**config.mk**
```make
export PLATFORM = sky130hd
export DESIGN_NAME = fetch_unit_flat
export DESIGN_NICKNAME = d
export VERILOG_FILES = /design/src/rtl/fetch_unit_if.sv /design/src/rtl/fetch_unit.sv /design/src/flat_wrapper.sv
export SDC_FILE = /design/constraint.sdc
export NUM_CORES = 1
export LEC_CHECK = 0
export ABC_AREA = 1
export BUFFER_PORTS_ARGS = -buffer_cell sky130_fd_sc_hd__buf_2
export CAP_MARGIN = 10
export CORE_MARGIN = 1
export CORE_UTILIZATION = 30
export CTS_CLUSTER_SIZE = 14
export DETAILED_ROUTE_END_ITERATION = 12
export PLACE_DENSITY = 0.57
export SLEW_MARGIN = 20
export SYNTH_ARGS = -nofsm -noshare
export SYNTH_HDL_FRONTEND = slang
export SYNTH_SLANG_ARGS = --single-unit
```
**constraint.sdc**
```tcl
create_clock -name clk -period 3.8 [get_ports clk]
set_clock_uncertainty 0.2 [all_clocks]
set_input_delay 0.57 -clock clk [delete_from_list [all_inputs] [get_ports clk]]
set_output_delay 0.57 -clock clk [all_outputs]
set_load 0.01 [all_outputs]
```
**src/rtl/fetch_unit_if.sv**
```systemverilog
// Fetch-stage bus bundle: pipeline stall and redirect inputs, instruction RAM
// request/response, and the descriptor and instruction handed to decode.
// master = fetch unit side, slave = environment (pipeline control, RAM, decode).

`ifndef StallBus
`define StallBus 2
`endif
`ifndef Stop
`define Stop 1'b1
`endif
`ifndef NoStop
`define NoStop 1'b0
`endif
`ifndef BR_WD
`define BR_WD 33
`endif
`ifndef IF_TO_ID_WD
`define IF_TO_ID_WD 33
`endif

interface fetch_unit_if;
    logic [`StallBus-1:0]    stall;
    logic [`BR_WD-1:0]       br_bus;
    logic [31:0]             inst_sram_rdata;
    logic [`IF_TO_ID_WD-1:0] if_to_id_bus;
    logic                    inst_sram_en;
    logic [3:0]              inst_sram_wen;
    logic [31:0]             inst_sram_addr;
    logic [31:0]             inst_sram_wdata;
    logic [31:0]             inst_o;
    logic                    fetch_adel;

    modport master (
        input  stall, br_bus, inst_sram_rdata,
        output if_to_id_bus, inst_sram_en, inst_sram_wen, inst_sram_addr,
               inst_sram_wdata, inst_o, fetch_adel
    );

    modport slave (
        output stall, br_bus, inst_sram_rdata,
        input  if_to_id_bus, inst_sram_en, inst_sram_wen, inst_sram_addr,
               inst_sram_wdata, inst_o, fetch_adel
    );
endinterface

```
**src/rtl/fetch_unit.sv**
```systemverilog
// Instruction fetch stage: PC register with branch redirect, redirect capture
// while fetch is stalled, and a one-entry hold buffer that keeps the fetched
// instruction stable while decode is stalled.
// Optional feature macro: FETCH_ADDR_ALIGN_CHECK_EN enables misaligned-PC
// detection (fetch_adel) and suppresses the RAM request for a misaligned PC.

module fetch_unit (
    input  logic         clk,
    input  logic         rst,
    fetch_unit_if.master fetch_io
);

    localparam logic [31:0] ResetPc = 32'hBFBF_FFFC;

    logic        br_e;
    logic [31:0] br_addr;
    logic [31:0] pc_d;
    logic [31:0] pc_q;
    logic        ce_q;
    logic        br_pend_q;
    logic [31:0] br_pend_addr_q;
    logic        hold_valid_q;
    logic [31:0] hold_inst_q;
    logic        fetch_stop;
    logic        decode_stop;

    assign br_e        = fetch_io.br_bus[32];
    assign br_addr     = fetch_io.br_bus[31:0];
    assign fetch_stop  = (fetch_io.stall[0] == `Stop);
    assign decode_stop = (fetch_io.stall[1] == `Stop);

    // Next PC: a redirect captured during a stall beats any br_e on release.
    always_comb begin
        pc_d = pc_q + 32'd4;
        if (br_pend_q) begin
            pc_d = br_pend_addr_q;
        end else if (br_e) begin
            pc_d = br_addr;
        end
    end

    // PC advance, or hold the PC and remember the newest redirect while stalled.
    always_ff @(posedge clk) begin
        if (rst) begin
            pc_q           <= ResetPc;
            ce_q           <= 1'b0;
            br_pend_q      <= 1'b0;
            br_pend_addr_q <= 32'h0;
        end else if (!fetch_stop) begin
            pc_q      <= pc_d;
            ce_q      <= 1'b1;
            br_pend_q <= 1'b0;
        end else if (br_e) begin
            br_pend_q      <= 1'b1;
            br_pend_addr_q <= br_addr;
        end
    end

    // Capture the RAM word on the first decode-stall cycle; release one cycle after.
    always_ff @(posedge clk) begin
        if (rst) begin
            hold_valid_q <= 1'b0;
            hold_inst_q  <= 32'h0;
        end else if (decode_stop && !hold_valid_q) begin
            hold_valid_q <= 1'b1;
            hold_inst_q  <= fetch_io.inst_sram_rdata;
        end else if (!decode_stop) begin
            hold_valid_q <= 1'b0;
        end
    end

`ifdef FETCH_ADDR_ALIGN_CHECK_EN
    logic adel_q;

    // Flag tracks the alignment of whatever PC gets loaded.
    always_ff @(posedge clk) begin
        if (rst) begin
            adel_q <= 1'b0;
        end else if (!fetch_stop) begin
            adel_q <= (pc_d[1:0] != 2'b00);
        end
    end

    assign fetch_io.fetch_adel   = adel_q;
    assign fetch_io.inst_sram_en = ce_q & ~adel_q;
`else
    assign fetch_io.fetch_adel   = 1'b0;
    assign fetch_io.inst_sram_en = ce_q;
`endif

    assign fetch_io.inst_sram_addr  = pc_q;
    assign fetch_io.inst_sram_wen   = 4'b0000;
    assign fetch_io.inst_sram_wdata = 32'h0;
    // Descriptor is all-zero while no valid fetch exists (reset/pre-start), so
    // decode never sees the reset PC as a stale address.
    assign fetch_io.if_to_id_bus    = ce_q ? {1'b1, pc_q} : '0;
    assign fetch_io.inst_o          = hold_valid_q ? hold_inst_q : fetch_io.inst_sram_rdata;

endmodule
```
**src/flat_wrapper.sv**
```systemverilog
// flat-port wrapper written by rule: the top's interface ports become plain ports
module fetch_unit_flat 
  (clk, rst, fetch_io_stall, fetch_io_br_bus, fetch_io_inst_sram_rdata, fetch_io_if_to_id_bus, fetch_io_inst_sram_en, fetch_io_inst_sram_wen, fetch_io_inst_sram_addr, fetch_io_inst_sram_wdata, fetch_io_inst_o, fetch_io_fetch_adel);
  fetch_unit_if fetch_io_i ();
  input  logic clk;
  input  logic rst;
  input wire logic [$bits(fetch_io_i.stall)-1:0] fetch_io_stall;
  input wire logic [$bits(fetch_io_i.br_bus)-1:0] fetch_io_br_bus;
  input wire logic [$bits(fetch_io_i.inst_sram_rdata)-1:0] fetch_io_inst_sram_rdata;
  output wire logic [$bits(fetch_io_i.if_to_id_bus)-1:0] fetch_io_if_to_id_bus;
  output wire logic [$bits(fetch_io_i.inst_sram_en)-1:0] fetch_io_inst_sram_en;
  output wire logic [$bits(fetch_io_i.inst_sram_wen)-1:0] fetch_io_inst_sram_wen;
  output wire logic [$bits(fetch_io_i.inst_sram_addr)-1:0] fetch_io_inst_sram_addr;
  output wire logic [$bits(fetch_io_i.inst_sram_wdata)-1:0] fetch_io_inst_sram_wdata;
  output wire logic [$bits(fetch_io_i.inst_o)-1:0] fetch_io_inst_o;
  output wire logic [$bits(fetch_io_i.fetch_adel)-1:0] fetch_io_fetch_adel;
  assign fetch_io_i.stall = fetch_io_stall;
  assign fetch_io_i.br_bus = fetch_io_br_bus;
  assign fetch_io_i.inst_sram_rdata = fetch_io_inst_sram_rdata;
  assign fetch_io_if_to_id_bus = fetch_io_i.if_to_id_bus;
  assign fetch_io_inst_sram_en = fetch_io_i.inst_sram_en;
  assign fetch_io_inst_sram_wen = fetch_io_i.inst_sram_wen;
  assign fetch_io_inst_sram_addr = fetch_io_i.inst_sram_addr;
  assign fetch_io_inst_sram_wdata = fetch_io_i.inst_sram_wdata;
  assign fetch_io_inst_o = fetch_io_i.inst_o;
  assign fetch_io_fetch_adel = fetch_io_i.fetch_adel;
  fetch_unit u_core (.clk(clk), .rst(rst), .fetch_io(fetch_io_i));
endmodule
```
==> run_results.csv <==
group,metric,value,unit
outcome,outcome,"finished, final reports clean",
setup_path,worst-path-stages,4,
timing,setup_ws,1.520,ns
setup_path,worstSetupEndpointType,"output pin",
synthesis,yosysSeqAreaShare,36.17,%
timing,timing.final.crit_share,60.00,%
synthesis,yosys.area.top_type_share,36.17,%
setup_path,reg2reg_from,"u_core.fetch_io.inst_sram_addr[2]",
synthesis,synth_warnings,0,
die,die_y,137.1,µm
synthesis,async_flop_share,0,%
timing,rsz0062_at_grt,"no",
min_path,min_path_cells,3,
placement,place_area,6314,µm²
routing,avgRoutedWirePerCell,13.19,µm
synthesis,synth_most_common_cell,"nand2_1",
setup_path,max_stage_delay,0.44,ns
timing,drv_slew,0,
timing,max_freq,438.6,MHz
die,rows,49,
setup_path,crit_slowest_cell,"buf_4",
timing,worstMarginPinSlew,0.9822,ns
placement,dp_worst_setup_slack,1.181,ns
setup_path,cp-start-kind,"flop",
synthesis,synth_xor_xnor_area_share,1.119,%
synthesis,synth_top_area_cell,"dfxtp_1",
setup_path,critical_path.max_fanout,65,
global_routing,grt_pass1_vias,4918,
timing,setup_viol,0,
global_routing,grt_pass1_wl,25530,µm
timing,min_period,2.280,ns
clock_network,clk_path_buf_depth,2,
clock_network,cts.htree.levels,3,
setup_path,reg2regPathDepth,8,
timing,tns,0,ns
synthesis,synth-adder-area-share,0.2284,%
synthesis,ys_ff_latch,99,
routing,dr.pass1.iters,4,
setup_path,crit_arrival,1.51,ns
synthesis,synth_area_leaders,"dfxtp_1 36%, nand2_1 16%, a21oi_1 8.2%, inv_1 6.9%, o21ai_0 6.7%",
synthesis,synthSimpleGateAreaFrac,25.14,%
synthesis,synth_area,5479,µm²
routing,wl,16080,µm
routing,drtIter0Drc,325,
placement,numPortBuffers,166,
timing,hold_viol,0,
clock_network,path_clk_slew,0.07,ns
synthesis,synth_compound_area_share,21.44,%
routing,vias,5628,
setup_path,cp-startpoint,"u_core.hold_valid_q",
global_routing,antenna_found_initial,2,
synthesis,synth_area_per_cell,6.476,µm²
die,dieArea,18810,µm²
setup_path,cp.required,3.03,ns
flow_run,maxCapViolCount,0,
clock_network,root_buffer,"clkbuf_16",
synthesis,synth-edff-count,0,
pwr,total_leakage_power,3.410,nW
pwr,power_density,428.5,nW/µm²
setup_path,cp_top_family,"buffers and inverters",
final_layout,final-instance-count-excl-fill,1219,
placement,gp_congestion,0.8480,
die,boundaryPins,204,
final_layout,syn_to_final_growth,21.24,%
die,core,17900,µm²
pwr,ir_drop,0.0002265,V
die,start_util,30.61,%
synthesis,synth.distinct_cells,30,
clock_network,ctsHoldBuffers,0,
die,die_w,137.1,µm
setup_path,path_buf_inv,3,
synthesis,muxShareOfSynthArea,0,%
synthesis,synth_top_family_by_area,"simple AND/OR/NAND/NOR gates",
clock_network,ctsResizeCount,0,
routing,ant_nets,0,
timing,relSlewSlack,34.44,%
placement,dpl.cell_count,1202,
placement,place_hpwl,11640,µm
global_routing,grt_max_degree,66,
routing,vias_per_cell,4.617,
clock_network,cts_tree,"yes",
clock_network,clock_latency,0.35,ns
setup_path,crit_chain,"inv_1, buf_4, o21ai_0, buf_2",
setup_path,critPathKind,"flop to output pin",
synthesis,synthCells,846,
routing,drc,0,
final_layout,stdcell_area,6643,µm²
global_routing,grt_overflow,0,
clock_network,numClockSinks,99,
synthesis,yosys-top-cells-count,"239 x nand2_1, 100 x inv_1, 99 x dfxtp_1",
final_layout,fin_nets,1054,
clock_network,cts_buffers,9,
synthesis,ys.flop_type,"dfxtp_1",
final_layout,drive_gt1_share,20.75,%
min_path,min_path_type,"input port to flop",
clock_network,post_cts_buffers,0,
global_routing,grtUsageTotal,17.59,%
min_path,min-delay-start,"fetch_io_stall[1]",
[sequential cells by signal, summed over array words and instances (netlist names)]
register / count
u_core.br_pend_addr_q: 32
u_core.br_pend_q: 1
u_core.fetch_io.inst_sram_addr: 32
u_core.fetch_io.inst_sram_en: 1
u_core.hold_inst_q: 32
u_core.hold_valid_q: 1
[power breakdown]
part	total, mW	switching (mW)	internal [mW]	leakage, nW
registers	1.18	0.0731	1.11	0.818
logic	0.643	0.416	0.226	2.44
clock network	1.02	0.423	0.597	0.156
total	2.85	0.913	1.93	3.41
[metal layers]
| layer | GRT usage [%] | up-vias | wire (µm) | share of wire, % |
|---|---|---|---|---|
| met1 | 22.99 | 2502 | 7346 | 46 |
| met5 | 0 | - | 0 | 0 |
| met4 | 6.532 | 0 | 256 | 1.6 |
| met3 | 3.593 | 18 | 1091 | 6.8 |
| li1 | - | 2919 | - | - |
| met2 | 28.37 | 189 | 7383 | 46 |
[cell type report]
type | count | area, µm²
Antenna cell | 2 | 5.005
Clock buffer | 10 | 239.0
Clock inverter | 5 | 85.08
Fill cell | 1947 | 11260
Inverter | 103 | 386.6
Multi-Input combinational cell | 597 | 2768
Sequential cell | 99 | 1982
Tap cell | 229 | 286.5
Timing Repair Buffer | 174 | 890.9
[kinds of logic (layout without fill, tap and decap cells)]
kind of cell / count (synthesis) / after routing
AOI/OAI and AO/OA: 207 / 207
buffers and inverters: 186 / 292
other: 1 / 39
adders and majority gates: 1 / 1
and+or+nand+nor: 345 / 345
DFF: 99 / 99
xor gates and xnor gates: 7 / 7
[worst register-to-register path, stage by stage, from the launching register on]
cell and delay [ns]:
dfxtp_1 0.47, ha_1 0.30, nand2_1 0.11, nor2_2 0.15, nand2_2 0.13, nor2_1 0.22
xor2_1 0.19, nand2_1 0.07, a21oi_1 0.13
[worst paths after layout]
kind | endpoint | slack [ns]
setup / recovery | fetch_io_inst_o[2] | 1.52
hold / removal | u_core.hold_valid_q | 0.24
setup reg to reg | u_core.fetch_io.inst_sram_addr[18] | 1.76
hold reg to reg | u_core.hold_inst_q[9] | 0.25
[through the flow]
stage | util [%] | total power, mW | hold slack, ns
4_1_cts | 37.08 | 2.874 | 0.2360
2_1_floorplan | - | 1.640 | 0.2239
3_3_place_gp | 35.27 | 1.849 | 0.2400
3_5_place_dp | 35.27 | 1.851 | 0.2429
5_1_grt | 37.09 | 3.021 | 0.2542
6_report | 37.11 | 2.846 | 0.2438
[placed cells by master, fill, tap and decap left out, drive strengths merged]
master / netlist / final
ha: 1 / 1
clkinvlp: 0 / 1
o22ai: 2 / 2
a211oi: 2 / 2
nand2: 242 / 242
xnor2: 3 / 3
o21ai: 75 / 75
nand3: 23 / 23
clkinv: 1 / 1
diode: 0 / 2
nor2: 79 / 79
o21bai: 1 / 1
conb: 1 / 37
dfxtp: 99 / 99
o211ai: 1 / 1
a22oi: 7 / 7
a221oi: 28 / 28
clkbuf: 25 / 10
nand3b: 1 / 1
o221ai: 1 / 1
inv: 102 / 104
buf: 58 / 174
bufinv: 0 / 2
a21oi: 90 / 90
xor2: 4 / 4
Power figures use the tool's default switching activity.
